## config.mk

```make
export PLATFORM = sky130hd
export DESIGN_NAME = pipe_hazard_ctrl
export DESIGN_NICKNAME = d
export VERILOG_FILES = /design/src/rtl/pipe_hazard_ctrl.sv
export SDC_FILE = /design/constraint.sdc
export NUM_CORES = 1
export LEC_CHECK = 0
export ABC_AREA = 1
export BUFFER_PORTS_ARGS = -buffer_cell sky130_fd_sc_hd__buf_2
export CORE_MARGIN = 2
export CORE_UTILIZATION = 49
export DETAILED_ROUTE_END_ITERATION = 6
export GPL_TIMING_DRIVEN = 0
export MAX_ROUTING_LAYER = met4
export PLACE_DENSITY = 0.76
export SYNTH_ARGS = -nofsm -noshare
export SYNTH_HDL_FRONTEND = slang
export SYNTH_SLANG_ARGS = --single-unit
```

## constraint.sdc

```tcl
create_clock -name clk_i -period 1.7 [get_ports clk_i]
set_clock_uncertainty 0.2 [all_clocks]
set_input_delay 0.17 -clock clk_i [delete_from_list [all_inputs] [get_ports clk_i]]
set_output_delay 0.17 -clock clk_i [all_outputs]
set_load 0.03 [all_outputs]
```

## src/rtl/pipe_hazard_ctrl.sv

```systemverilog
`default_nettype none
// ============================================================================
// Module   : pipe_hazard_ctrl
// Purpose  : Hazard controller for a five-stage in-order pipeline. It
//            resolves load-use hazards with LOAD_LAT bubbles, freezes the
//            pipe during data-memory waits with a watchdog abort after
//            WAIT_MAX cycles, and flushes the younger stages on a taken
//            branch. It also keeps saturating stall and flush counters.
// Ports    : clk_i, rst_n                      clock, async active-low reset
//            idex_memread_i, idex_rt_addr_i    load in ID/EX and its target
//            ifid_rs_addr_i, ifid_rt_addr_i    sources of the IF/ID instr
//            branch_taken_i                    taken branch in EX/MEM
//            mem_req_i, mem_ready_i            data-memory handshake
//            clr_cnt_i                         clear counters and timeout
//            pc/ifid/idex/exmem_write_o        stage register load enables
//            ifid/idex/exmem_flush_o           stage control-field flushes
//            state_o                           RUN=0, LDSTALL=1, MWAIT=2
//            stall_cnt_o, flush_cnt_o          saturating perf counters
//            timeout_o                         sticky watchdog flag
// Revision : 1.0 - initial release
// ============================================================================
module pipe_hazard_ctrl #(
  parameter int LOAD_LAT = 1,
  parameter int WAIT_MAX = 255
) (
  input  logic        clk_i,
  input  logic        rst_n,
  input  logic        idex_memread_i,
  input  logic [4:0]  idex_rt_addr_i,
  input  logic [4:0]  ifid_rs_addr_i,
  input  logic [4:0]  ifid_rt_addr_i,
  input  logic        branch_taken_i,
  input  logic        mem_req_i,
  input  logic        mem_ready_i,
  input  logic        clr_cnt_i,
  output logic        pc_write_o,
  output logic        ifid_write_o,
  output logic        idex_write_o,
  output logic        exmem_write_o,
  output logic        ifid_flush_o,
  output logic        idex_flush_o,
  output logic        exmem_flush_o,
  output logic [1:0]  state_o,
  output logic [15:0] stall_cnt_o,
  output logic [15:0] flush_cnt_o,
  output logic        timeout_o
);

  typedef enum logic [1:0] {
    RUN     = 2'd0,
    LDSTALL = 2'd1,
    MWAIT   = 2'd2,
    ILLEGAL = 2'd3
  } state_t;

  localparam logic [2:0]  BUB_INIT = 3'(LOAD_LAT - 1);
  localparam logic [7:0]  WAIT_LIM = 8'(WAIT_MAX);
  localparam logic [15:0] CNT_MAX  = 16'hFFFF;

  state_t      state, state_nxt;
  logic [2:0]  bub_cnt, bub_nxt;
  logic [7:0]  wait_cnt, wait_nxt;

  logic        hz, mem_wait;
  logic        pc_w, ifid_w, idex_w, exmem_w;
  logic        ifid_fl, idex_fl, exmem_fl;
  logic        branch_evt, wd_evt;

  assign hz = idex_memread_i && (idex_rt_addr_i != 5'd0) &&
              ((idex_rt_addr_i == ifid_rs_addr_i) ||
               (idex_rt_addr_i == ifid_rt_addr_i));

  assign mem_wait = mem_req_i && !mem_ready_i;

  always_ff @(posedge clk_i or negedge rst_n) begin
    if (!rst_n) begin
      state    <= RUN;
      bub_cnt  <= 3'd0;
      wait_cnt <= 8'd0;
    end else begin
      state    <= state_nxt;
      bub_cnt  <= bub_nxt;
      wait_cnt <= wait_nxt;
    end
  end

  always_comb begin
    state_nxt  = state;
    bub_nxt    = bub_cnt;
    wait_nxt   = wait_cnt;
    pc_w       = 1'b1;
    ifid_w     = 1'b1;
    idex_w     = 1'b1;
    exmem_w    = 1'b1;
    ifid_fl    = 1'b0;
    idex_fl    = 1'b0;
    exmem_fl   = 1'b0;
    branch_evt = 1'b0;
    wd_evt     = 1'b0;

    if (branch_taken_i) begin
      // A taken branch squashes everything younger, including any pending
      // load-use bubbles or an outstanding memory wait.
      ifid_fl    = 1'b1;
      idex_fl    = 1'b1;
      exmem_fl   = 1'b1;
      branch_evt = 1'b1;
      state_nxt  = RUN;
      bub_nxt    = 3'd0;
      wait_nxt   = 8'd0;
    end else begin
      case (state)
        RUN, LDSTALL: begin
          if (mem_wait) begin
            pc_w      = 1'b0;
            ifid_w    = 1'b0;
            idex_w    = 1'b0;
            exmem_w   = 1'b0;
            state_nxt = MWAIT;
            wait_nxt  = 8'd1;
            bub_nxt   = 3'd0;
          end else if (state == LDSTALL) begin
            pc_w    = 1'b0;
            ifid_w  = 1'b0;
            idex_fl = 1'b1;
            bub_nxt = bub_cnt - 3'd1;
            // This is the last bubble once the counter has run down to 1.
            if (bub_cnt <= 3'd1) begin
              state_nxt = RUN;
              bub_nxt   = 3'd0;
            end
          end else if (hz) begin
            pc_w    = 1'b0;
            ifid_w  = 1'b0;
            idex_fl = 1'b1;
            if (LOAD_LAT > 1) begin
              state_nxt = LDSTALL;
              bub_nxt   = BUB_INIT;
            end
          end
        end
        MWAIT: begin
          if (mem_wait && (wait_cnt == WAIT_LIM)) begin
            // Watchdog: drop the stuck access and let the pipe move on.
            exmem_fl  = 1'b1;
            wd_evt    = 1'b1;
            state_nxt = RUN;
            wait_nxt  = 8'd0;
          end else if (mem_wait) begin
            pc_w     = 1'b0;
            ifid_w   = 1'b0;
            idex_w   = 1'b0;
            exmem_w  = 1'b0;
            wait_nxt = wait_cnt + 8'd1;
          end else begin
            state_nxt = RUN;
            wait_nxt  = 8'd0;
          end
        end
        default: begin
          state_nxt = RUN;
          bub_nxt   = 3'd0;
          wait_nxt  = 8'd0;
        end
      endcase
    end
  end

  // All controls are held low while reset is asserted.
  assign pc_write_o    = rst_n & pc_w;
  assign ifid_write_o  = rst_n & ifid_w;
  assign idex_write_o  = rst_n & idex_w;
  assign exmem_write_o = rst_n & exmem_w;
  assign ifid_flush_o  = rst_n & ifid_fl;
  assign idex_flush_o  = rst_n & idex_fl;
  assign exmem_flush_o = rst_n & exmem_fl;
  assign state_o       = state;

  always_ff @(posedge clk_i or negedge rst_n) begin
    if (!rst_n) begin
      stall_cnt_o <= 16'd0;
      flush_cnt_o <= 16'd0;
      timeout_o   <= 1'b0;
    end else if (clr_cnt_i) begin
      stall_cnt_o <= 16'd0;
      flush_cnt_o <= 16'd0;
      timeout_o   <= 1'b0;
    end else begin
      if (!pc_w && (stall_cnt_o != CNT_MAX)) begin
        stall_cnt_o <= stall_cnt_o + 16'd1;
      end
      if (branch_evt && (flush_cnt_o != CNT_MAX)) begin
        flush_cnt_o <= flush_cnt_o + 16'd1;
      end
      if (wd_evt) begin
        timeout_o <= 1'b1;
      end
    end
  end

endmodule
`default_nettype wire

```

==> impl_results.md, run 1 <==
* Number of I/O pins at 64
* Number of endpoints with negative hold slack in the final report at 42
* Final Net Count at 538
* Leading post-synthesis cells by instance count: nand2_1, nor2_1, dfrtp_1, inv_1, nand3_1
* Worst hold path class: in2async
* Number of search-and-repair iterations in the first detailed-routing pass at 5
* Combinational family with the most area after synthesis: simple AND/OR/NAND/NOR gates
* Power density normalized to cell area at 565.9 nW/um2
* Async set-reset flop share out of synthesis at 100.0%
* Worst EP required at 1.33 ns
* Largest net degree at the start of global routing at 45
* Slew headroom at 45.87%
* Clock root cell: clkbuf_8
* Overall routing resource usage at 27.59%
* Post-route core utilization at 76.38%
* Via density per instance at 5.500
* Total of max-cap violations at 0
* Portion of netlist area occupied by mux cells at 0%
* Final hold slack at -0.4385 ns
* Number of flip-flops and latches in the synthesized netlist at 42
* Cell area after placement at 3323 um2
* Cell breakdown of the critical path: inv_2 > nor3_4 > nand2_2 > a21oi_2 > nor2_2 > a21oi_2 > buf_4 > buf_6
* Critical Path Sink Type: output port
* Aggregate negative setup slack at -10.61 ns
* M2 GR Usage at 47.42%
* Fraction of post-synthesis cell area in the top cell type by area at 37.10%
* Sequential fraction of the synthesis area at 37.10%
* Top Family by Delay on Critical Path: simple AND/OR/NAND/NOR gates
* Global routing met3 resource utilization at 3.394%
* Arrival time at the worst endpoint at 1.81 ns
* Overall die area at 6406 um2
* Total Routed Length at 9197 um
* Clock net sink count at 42
* Number of distinct library cells after synthesis at 37
* Violations in the final reports: negative hold slack, negative setup slack
* Slew Limit Fails at 0
* Highest achievable clock rate at 459.5 MHz
* Static Leak at 0.002074 uW
* Deepest clock path buffer count at 2
* Worst setup path startpoint: wait_cnt[4]$_DFFE_PN0P_
* Cell type of the slowest stage on the worst timing path: dfrtp_1
* Post-detail-place hpwl at 5242 um
* Final Worst Setup Slack at -0.4764 ns
* Post-synthesis share of cell area spent on and, or, nand and nor gates at 38.03%
* Post-route DRC violation count at 0
* Final std cell area, no fill at 4232 um2
* Post-synth net total at 427
* Count of mapped cells out of synthesis at 402
* Final ANT Viol Nets at 0
* H-tree levels at 2
* Primary flip-flop cell chosen by synthesis mapping: dfrtp_1
* Depth of the worst register-to-register path at 9
* Startpoint type of the worst setup path: register
* Number of buffers and inverters on the critical path at 3
* Port Buffers at 61
* Y dimension of the die at 80.04 um
* Ys Warns at 0
* Post-route clock period utilization at 128.0%
* Global-route wire length before repair at 13570 um
* Met1 usage at 32.88%
* # rows at 27
* Count of final setup violators at 46
* Reg2Reg Launch Point: state_o[1]$_DFFE_PN0P_
* Total clock buffers created by CTS at 5
* Mapped Area at 2833 um2
* Synthesized-area fraction occupied by ao, oa, aoi and oai cells at 6.846%
* Per-instance average area after synthesis at 7.047 um2
* VDD IR max at 0.3279 mV
* Post-synthesis xor/xnor area fraction at 7.420%
* Number of fill cells in the layout at 379
* Layout Area Growth over Synthesis at 49.38%
* RSZ-0062 raised after global routing: true
* Die X at 80.04 um
* Library cell occupying the most area in the post-synthesis netlist: dfrtp_1
* Effective utilization at floorplan at 51.13%
* Number of antenna violations at the first check in global routing at 0
* Total core area at 5540 um2
* Share of cells above drive strength 1 at 44.36%
* Stages on the worst setup path at 8
* Largest fanout of any net on the critical path at 3
* Drt wl/cell at 15.69 um
* Via count of the first global-routing pass at 2987
* Clock transition time at the flip-flop clock pins of the worst setup and hold paths at 0.09 ns
* Number of enable flip-flop cells after synthesis at 0
* Drt initial violations at 213
* Diode count at 0
* Post-synthesis share of cell area spent on full adders, half adders and majority gates at 1.325%
* Crit path largest cell delay at 0.39 ns
* Clock latency at the later pin of the worst-skew pair at 0.31 ns
* Most frequent cell on the critical path: a21oi_2
* Outcome: complete, but fails checks
* Most used standard cell by instance count after synthesis: nand2_1
* Clock period minus worst slack at 2.176 ns
* Worst Max-Slew Pin Slew at 0.8119 ns
* CTS tree: done
* Setup CP Type: reg2out
* Routability congestion estimate at 0.9700
* Cell types occupying the most area after synthesis: dfrtp_1, nand2_1, nor2_1
* Most heavily used metal layer in global routing: met2
* Congestion Overflow GR at 0
* Vias after detailed routing at 3223
==> flip-flops by register name, indices dropped and copies added (netlist names) <==
name	count
state_o	1
flush_cnt_o	16
timeout_o	1
stall_cnt_o	16
wait_cnt	8
==> power by group <==
part / internal [uW] / total [uW] / switching (uW) / leakage [uW]
Sequential: 1020 / 1050 / 33.7 / 0.000555
Combinational: 205 / 517 / 312 / 0.00147
Clock: 439 / 825 / 386 / 0.0000514
Total: 1660 / 2390 / 731 / 0.00207
==> area by class of cell <==
type                       instances  area (um2)  share of cell area (%)
clock buffer                       6       72.57                   1.715
buffer                            11       82.58                   1.952
inverter                          50       202.7                   4.790
sequential                        42        1072                   25.34
multi-input combinational        299        1924                   45.48
tap                               72       90.09                   2.129
clock inverter                     2       37.54                  0.8870
timing repair buffer             104       749.5                   17.71
==> cells by family (layout without fill, tap and decap cells) <==
kind of cell,after synthesis,in the layout
flops,42,42
simple gates,238,238
fa+ha+maj,3,3
other cells,1,1
xor+xnor,24,24
buf+inv,61,173
compound gates,33,33
==> per-layer routing <==
metal	share of wire, %	routed length, um
met1	40	3661
met2	50	4636
met3	6.0	555
met4	3.7	344
met5	0	0
==> metrics by stage <==
| stage | setup slack (ns) | std cells | total power [uW] |
|---|---|---|---|
| after global routing | -0.5221 | 586 | 2469 |
| final | -0.4764 | 586 | 2395 |
| after detailed placement | -0.5492 | 535 | 1436 |
| after global placement | -0.5194 | 535 | 1425 |
| after floorplan | -0.1959 | 402 | 1304 |
| after CTS | -0.4205 | 572 | 2340 |
==> final timing paths <==
check / endpoint / slack (ns)
worst min register to register: timeout_o$_DFFE_PN0P_ / 0.30
worst min-delay path: flush_cnt_o[2]$_DFFE_PN0P_ / -0.44
worst max register to register: wait_cnt[6]$_DFFE_PN0P_ / -0.33
worst max-delay path: pc_write_o / -0.48
min in group clk_i: timeout_o$_DFFE_PN0P_ / 0.08
max in group asynchronous: stall_cnt_o[9]$_DFFE_PN0P_ / 1.39
==> cell usage in the layout, fill, tap and decap left out, types with 2 or more instances in the layout <==
| cell type | netlist | routed |
|---|---|---|
| o21ai_2 | 1 | 4 |
| nor2_4 | 1 | 6 |
| o21ai_1 | 1 | 5 |
| nand3_2 | 0 | 5 |
| ha_4 | 0 | 2 |
| buf_6 | 2 | 22 |
| buf_2 | 0 | 54 |
| dfrtp_1 | 42 | 25 |
| o31ai_2 | 0 | 2 |
| nor3_4 | 0 | 3 |
| dfrtp_2 | 0 | 17 |
| inv_1 | 42 | 38 |
| nor2_2 | 2 | 5 |
| a21oi_2 | 0 | 6 |
| nand2_1 | 109 | 79 |
| buf_4 | 4 | 31 |
| nor3_1 | 11 | 8 |
| nand2_2 | 2 | 23 |
| nand4_1 | 9 | 9 |
| nand3_4 | 1 | 2 |
| o31ai_4 | 0 | 4 |
| o21a_1 | 2 | 2 |
| o21ai_0 | 13 | 5 |
| xor2_1 | 17 | 17 |
| clkbuf_1 | 5 | 6 |
| xnor2_1 | 7 | 6 |
| clkbuf_8 | 0 | 5 |
| inv_2 | 7 | 8 |
| nor2_1 | 58 | 50 |
| nor3_2 | 3 | 3 |
| nand3_1 | 34 | 28 |
| nand2_4 | 1 | 9 |
==> worst reg2reg max path: stages, from the launching register on <==
cell and delay [ns]:
dfrtp_1 0.43, nor2_2 0.19, inv_2 0.06, nor2_1 0.30
inv_1 0.24, nand2_1 0.18, nor3b_2 0.08, nand2_1 0.08
o21ai_1 0.08, nor2_1 0.13
==> repair_timing <==
| action | in CTS | in global routing |
|---|---|---|
| buffers inserted | 41 | 19 |
| setup endpoints to repair | 41 | 47 |
| hold endpoints to repair | 42 | 42 |
| cloned | 2 | 0 |
| pin swaps | 20 | 18 |
| gates resized for setup | 79 | 52 |
(Power assumes the default switching activity.)
==> run 2: changes to the inputs <==
--- a/config.mk
+++ b/config.mk
@@ -7,12 +7,14 @@
 export LEC_CHECK = 0
 export ABC_AREA = 1
 export BUFFER_PORTS_ARGS = -buffer_cell sky130_fd_sc_hd__buf_2
+export CELL_PAD_IN_SITES_DETAIL_PLACEMENT = 2
+export CELL_PAD_IN_SITES_GLOBAL_PLACEMENT = 2
 export CORE_MARGIN = 2
-export CORE_UTILIZATION = 49
+export CORE_UTILIZATION = 27
 export DETAILED_ROUTE_END_ITERATION = 6
 export GPL_TIMING_DRIVEN = 0
 export MAX_ROUTING_LAYER = met4
-export PLACE_DENSITY = 0.76
+export PLACE_DENSITY_LB_ADDON = 0.1
 export SYNTH_ARGS = -nofsm -noshare
 export SYNTH_HDL_FRONTEND = slang
 export SYNTH_SLANG_ARGS = --single-unit
==> run 2 against run 1 <==
Net effect: the flow still finishes with violations (negative hold slack, negative setup slack); worst setup slack improved by 0.039 ns; combinational power rose by 1%; sequential share of layout area fell by 0.61 points; non-clock buffer count did not move; flip-flop and latch count did not move; global-route usage fell by 7.5 points; sequential power barely moved; register-to-register slack got worse by 0.06 ns; critical endpoint unchanged; highest routed layer unchanged.
==> impl_results.md, run 2 (synthesis gave the netlist of run 1 again) <==
* Outcome: complete, but fails checks
* Violations in the final reports: negative hold slack, negative setup slack
* Total clock buffers created by CTS at 5 (unchanged)
* Drt wl/cell at 17.46 um (+11%)
* FF-to-FF setup slack at -0.39 ns (-0.06 ns)
* VDD IR max at 0.3492 mV (+6.5%)
* Power density normalized to cell area at 552.9 nW/um2 (-2.3%)
* Y dimension of the die at 106.4 um (+33%)
* CTS tree: done
* Number of endpoints with negative hold slack in the final report at 42 (unchanged)
* Highest achievable clock rate at 467.9 MHz (+1.8%)
* Post-route core utilization at 42.34% (-34 points)
* Met3 layer wire length in the routed design at 290 um (-48%)
* Largest net degree at the start of global routing at 45 (unchanged)
* Largest registers ranked by flip-flop count: flush_cnt_o: 16 flops, stall_cnt_o: 16 flops, wait_cnt: 8 flops
* Congestion Overflow GR at 0 (unchanged)
* Routed wire length on met2 at 6248 um (+35%)
* Post-detail-place hpwl at 7371 um (+41%)
* Slew Limit Fails at 0 (unchanged)
* Clock latency at the later pin of the worst-skew pair at 0.30 ns (about the same)
* Via density per instance at 4.837 (-12%)
* Post-route DRC violation count at 0 (unchanged)
* # rows at 37 (+37%)
* Share of cells above drive strength 1 at 47.28% (+2.9 points)
* Total core area at 10280 um2 (+86%)
* H-tree levels at 2 (unchanged)
* Final hold slack at -0.4178 ns (+0.02075 ns)
* Number of antenna violations at the first check in global routing at 0 (unchanged)
* Overall die area at 11330 um2 (+77%)
* Clock net sink count at 42 (unchanged)
* Vias after detailed routing at 3144 (-2.5%)
* Via count of the first global-routing pass at 3468 (+16%)
* Drt initial violations at 37 (-83%)
* Effective utilization at floorplan at 27.56% (-24 points)
* Post-route clock period utilization at 125.7% (-2.3 points)
* Worst setup path end: pc_write_o
* Arrival time at the worst endpoint at 1.77 ns (-0.04 ns)
* Final ANT Viol Nets at 0 (unchanged)
* Routed length on met1 at 4607 um (+26%)
* Count of final setup violators at 45 (-2.2%)
* Slew headroom at 49.83% (+4.0 points)
* Port Buffers at 61 (unchanged)
* Number of search-and-repair iterations in the first detailed-routing pass at 4 (-1)
* Routability congestion estimate at 0.8072 (-17%)
* Largest fanout of any net on the critical path at 2 (-1)
* Number of I/O pins at 64 (unchanged)
* Critical Path Sink Type: output port
* Reg2Reg Launch Point: wait_cnt[0]$_DFFE_PN0P_
* Clock period minus worst slack at 2.137 ns (-0.03925 ns)
* Top layer reached by signal wires: met4
* Leading cell types in the layout, fill and taps excluded: nand2_1, buf_2, nor2_1
* Aggregate negative setup slack at -9.256 ns (+1.355 ns)
* Clock transition time at the flip-flop clock pins of the worst setup and hold paths at 0.09 ns (about the same)
* Final Worst Setup Slack at -0.4372 ns (+0.03925 ns)
* Die X at 106.4 um (+33%)
* Worst EP required at 1.33 ns (about the same)
* Layout Area Growth over Synthesis at 53.62%
* Setup CP Type: reg2out
* RSZ-0062 raised after global routing: true
* Final Net Count at 538 (unchanged)
* Startpoint type of the worst setup path: register
* Depth of the worst register-to-register path at 12 (+3)
* Total of max-cap violations at 0 (unchanged)
* Worst Max-Slew Pin Slew at 0.7525 ns (-0.05945 ns)
* Deepest clock path buffer count at 2 (unchanged)
* Diode count at 0 (unchanged)
* Capture instance of the worst register-to-register path: timeout_o$_DFFE_PN0P_
* Clock root cell: clkbuf_8
* Static Leak at 0.002072 uW (about the same)
* Worst setup path startpoint: wait_cnt[0]$_DFFE_PN0P_
* Overall routing resource usage at 20.14% (-7.5 points)
* Commonest non-fill, non-tap cell in the layout: nand2_1
* Global-route wire length before repair at 17590 um (+30%)
* Worst hold path class: in2async
* Total Routed Length at 11350 um (+23%)
run 2: cell count changes in the layout (fill, tap and decap cells not counted), sizes merged:
cell,previous run,this run
clkinv,1,0
clkinvlp,1,2
run 2: area by class of cell:
type                    count  area, um2
inverters                  50      206.4
fillers                  1187       5926
multi-input cells         299       1973
clock inverters             2      37.54
well taps                 136      170.2
repair buffers            104      724.4
flip-flops and latches     42       1076
clock buffers               6      72.57
plain buffers              11      91.34
run 2: critical path, stage by stage (launching register included):
cell,delay (ns)
dfrtp_1,0.43
ha_4,0.18
nand2_4,0.06
nor2_4,0.10
nand2_2,0.09
a21oi_4,0.14
nor2_2,0.07
a21oi_2,0.14
buf_4,0.13
buf_6,0.12
run 2: worst min-delay path by stage:
stage                from                    endpoint  slack [ns]  depth (start not counted)
global placement    rst_n     wait_cnt[5]$_DFFE_PN0P_        0.23                          1
CTS                 rst_n     wait_cnt[4]$_DFFE_PN0P_       -0.40                          1
finish              rst_n     wait_cnt[5]$_DFFE_PN0P_       -0.42                          1
floorplan           rst_n  flush_cnt_o[0]$_DFFE_PN0P_       -0.33                          0
detailed placement  rst_n     wait_cnt[5]$_DFFE_PN0P_        0.24                          1
global route        rst_n     wait_cnt[5]$_DFFE_PN0P_       -0.40                          1
run 2: metal layers:
metal | global-route usage [%] | vias up
li1 | - | 1501
met1 | 24.36 | 1570
met2 | 35.71 | 54
met3 | 2.514 | 19
met4 | 4.917 | 0
met5 | - | -
run 2: where the power goes:
group          switching, uW  leakage (uW)  internal, uW
clock                    391     0.0000514           439
sequential              32.4      0.000550          1020
combinational            321       0.00147           201
run 2: what timing repair did:
action | CTS | global route
hold endpoints to repair | 42 | 42
gates cloned | 2 | 0
setup endpoints to repair | 45 | 47
resized for setup | 93 | 53
buffers inserted | 33 | 14
pin swaps | 19 | 22
run 2: per-stage QoR:
step	worst slack, ns	std cells	total power [uW]	instance area [um2]
floorplan	-0.1959	402	1304	2928
global placement	-0.5823	599	1439	3403
detailed placement	-0.6285	599	1451	3403
CTS	-0.4494	640	2417	4114
global route	-0.5477	650	2533	4352
finish	-0.4372	650	2406	4352
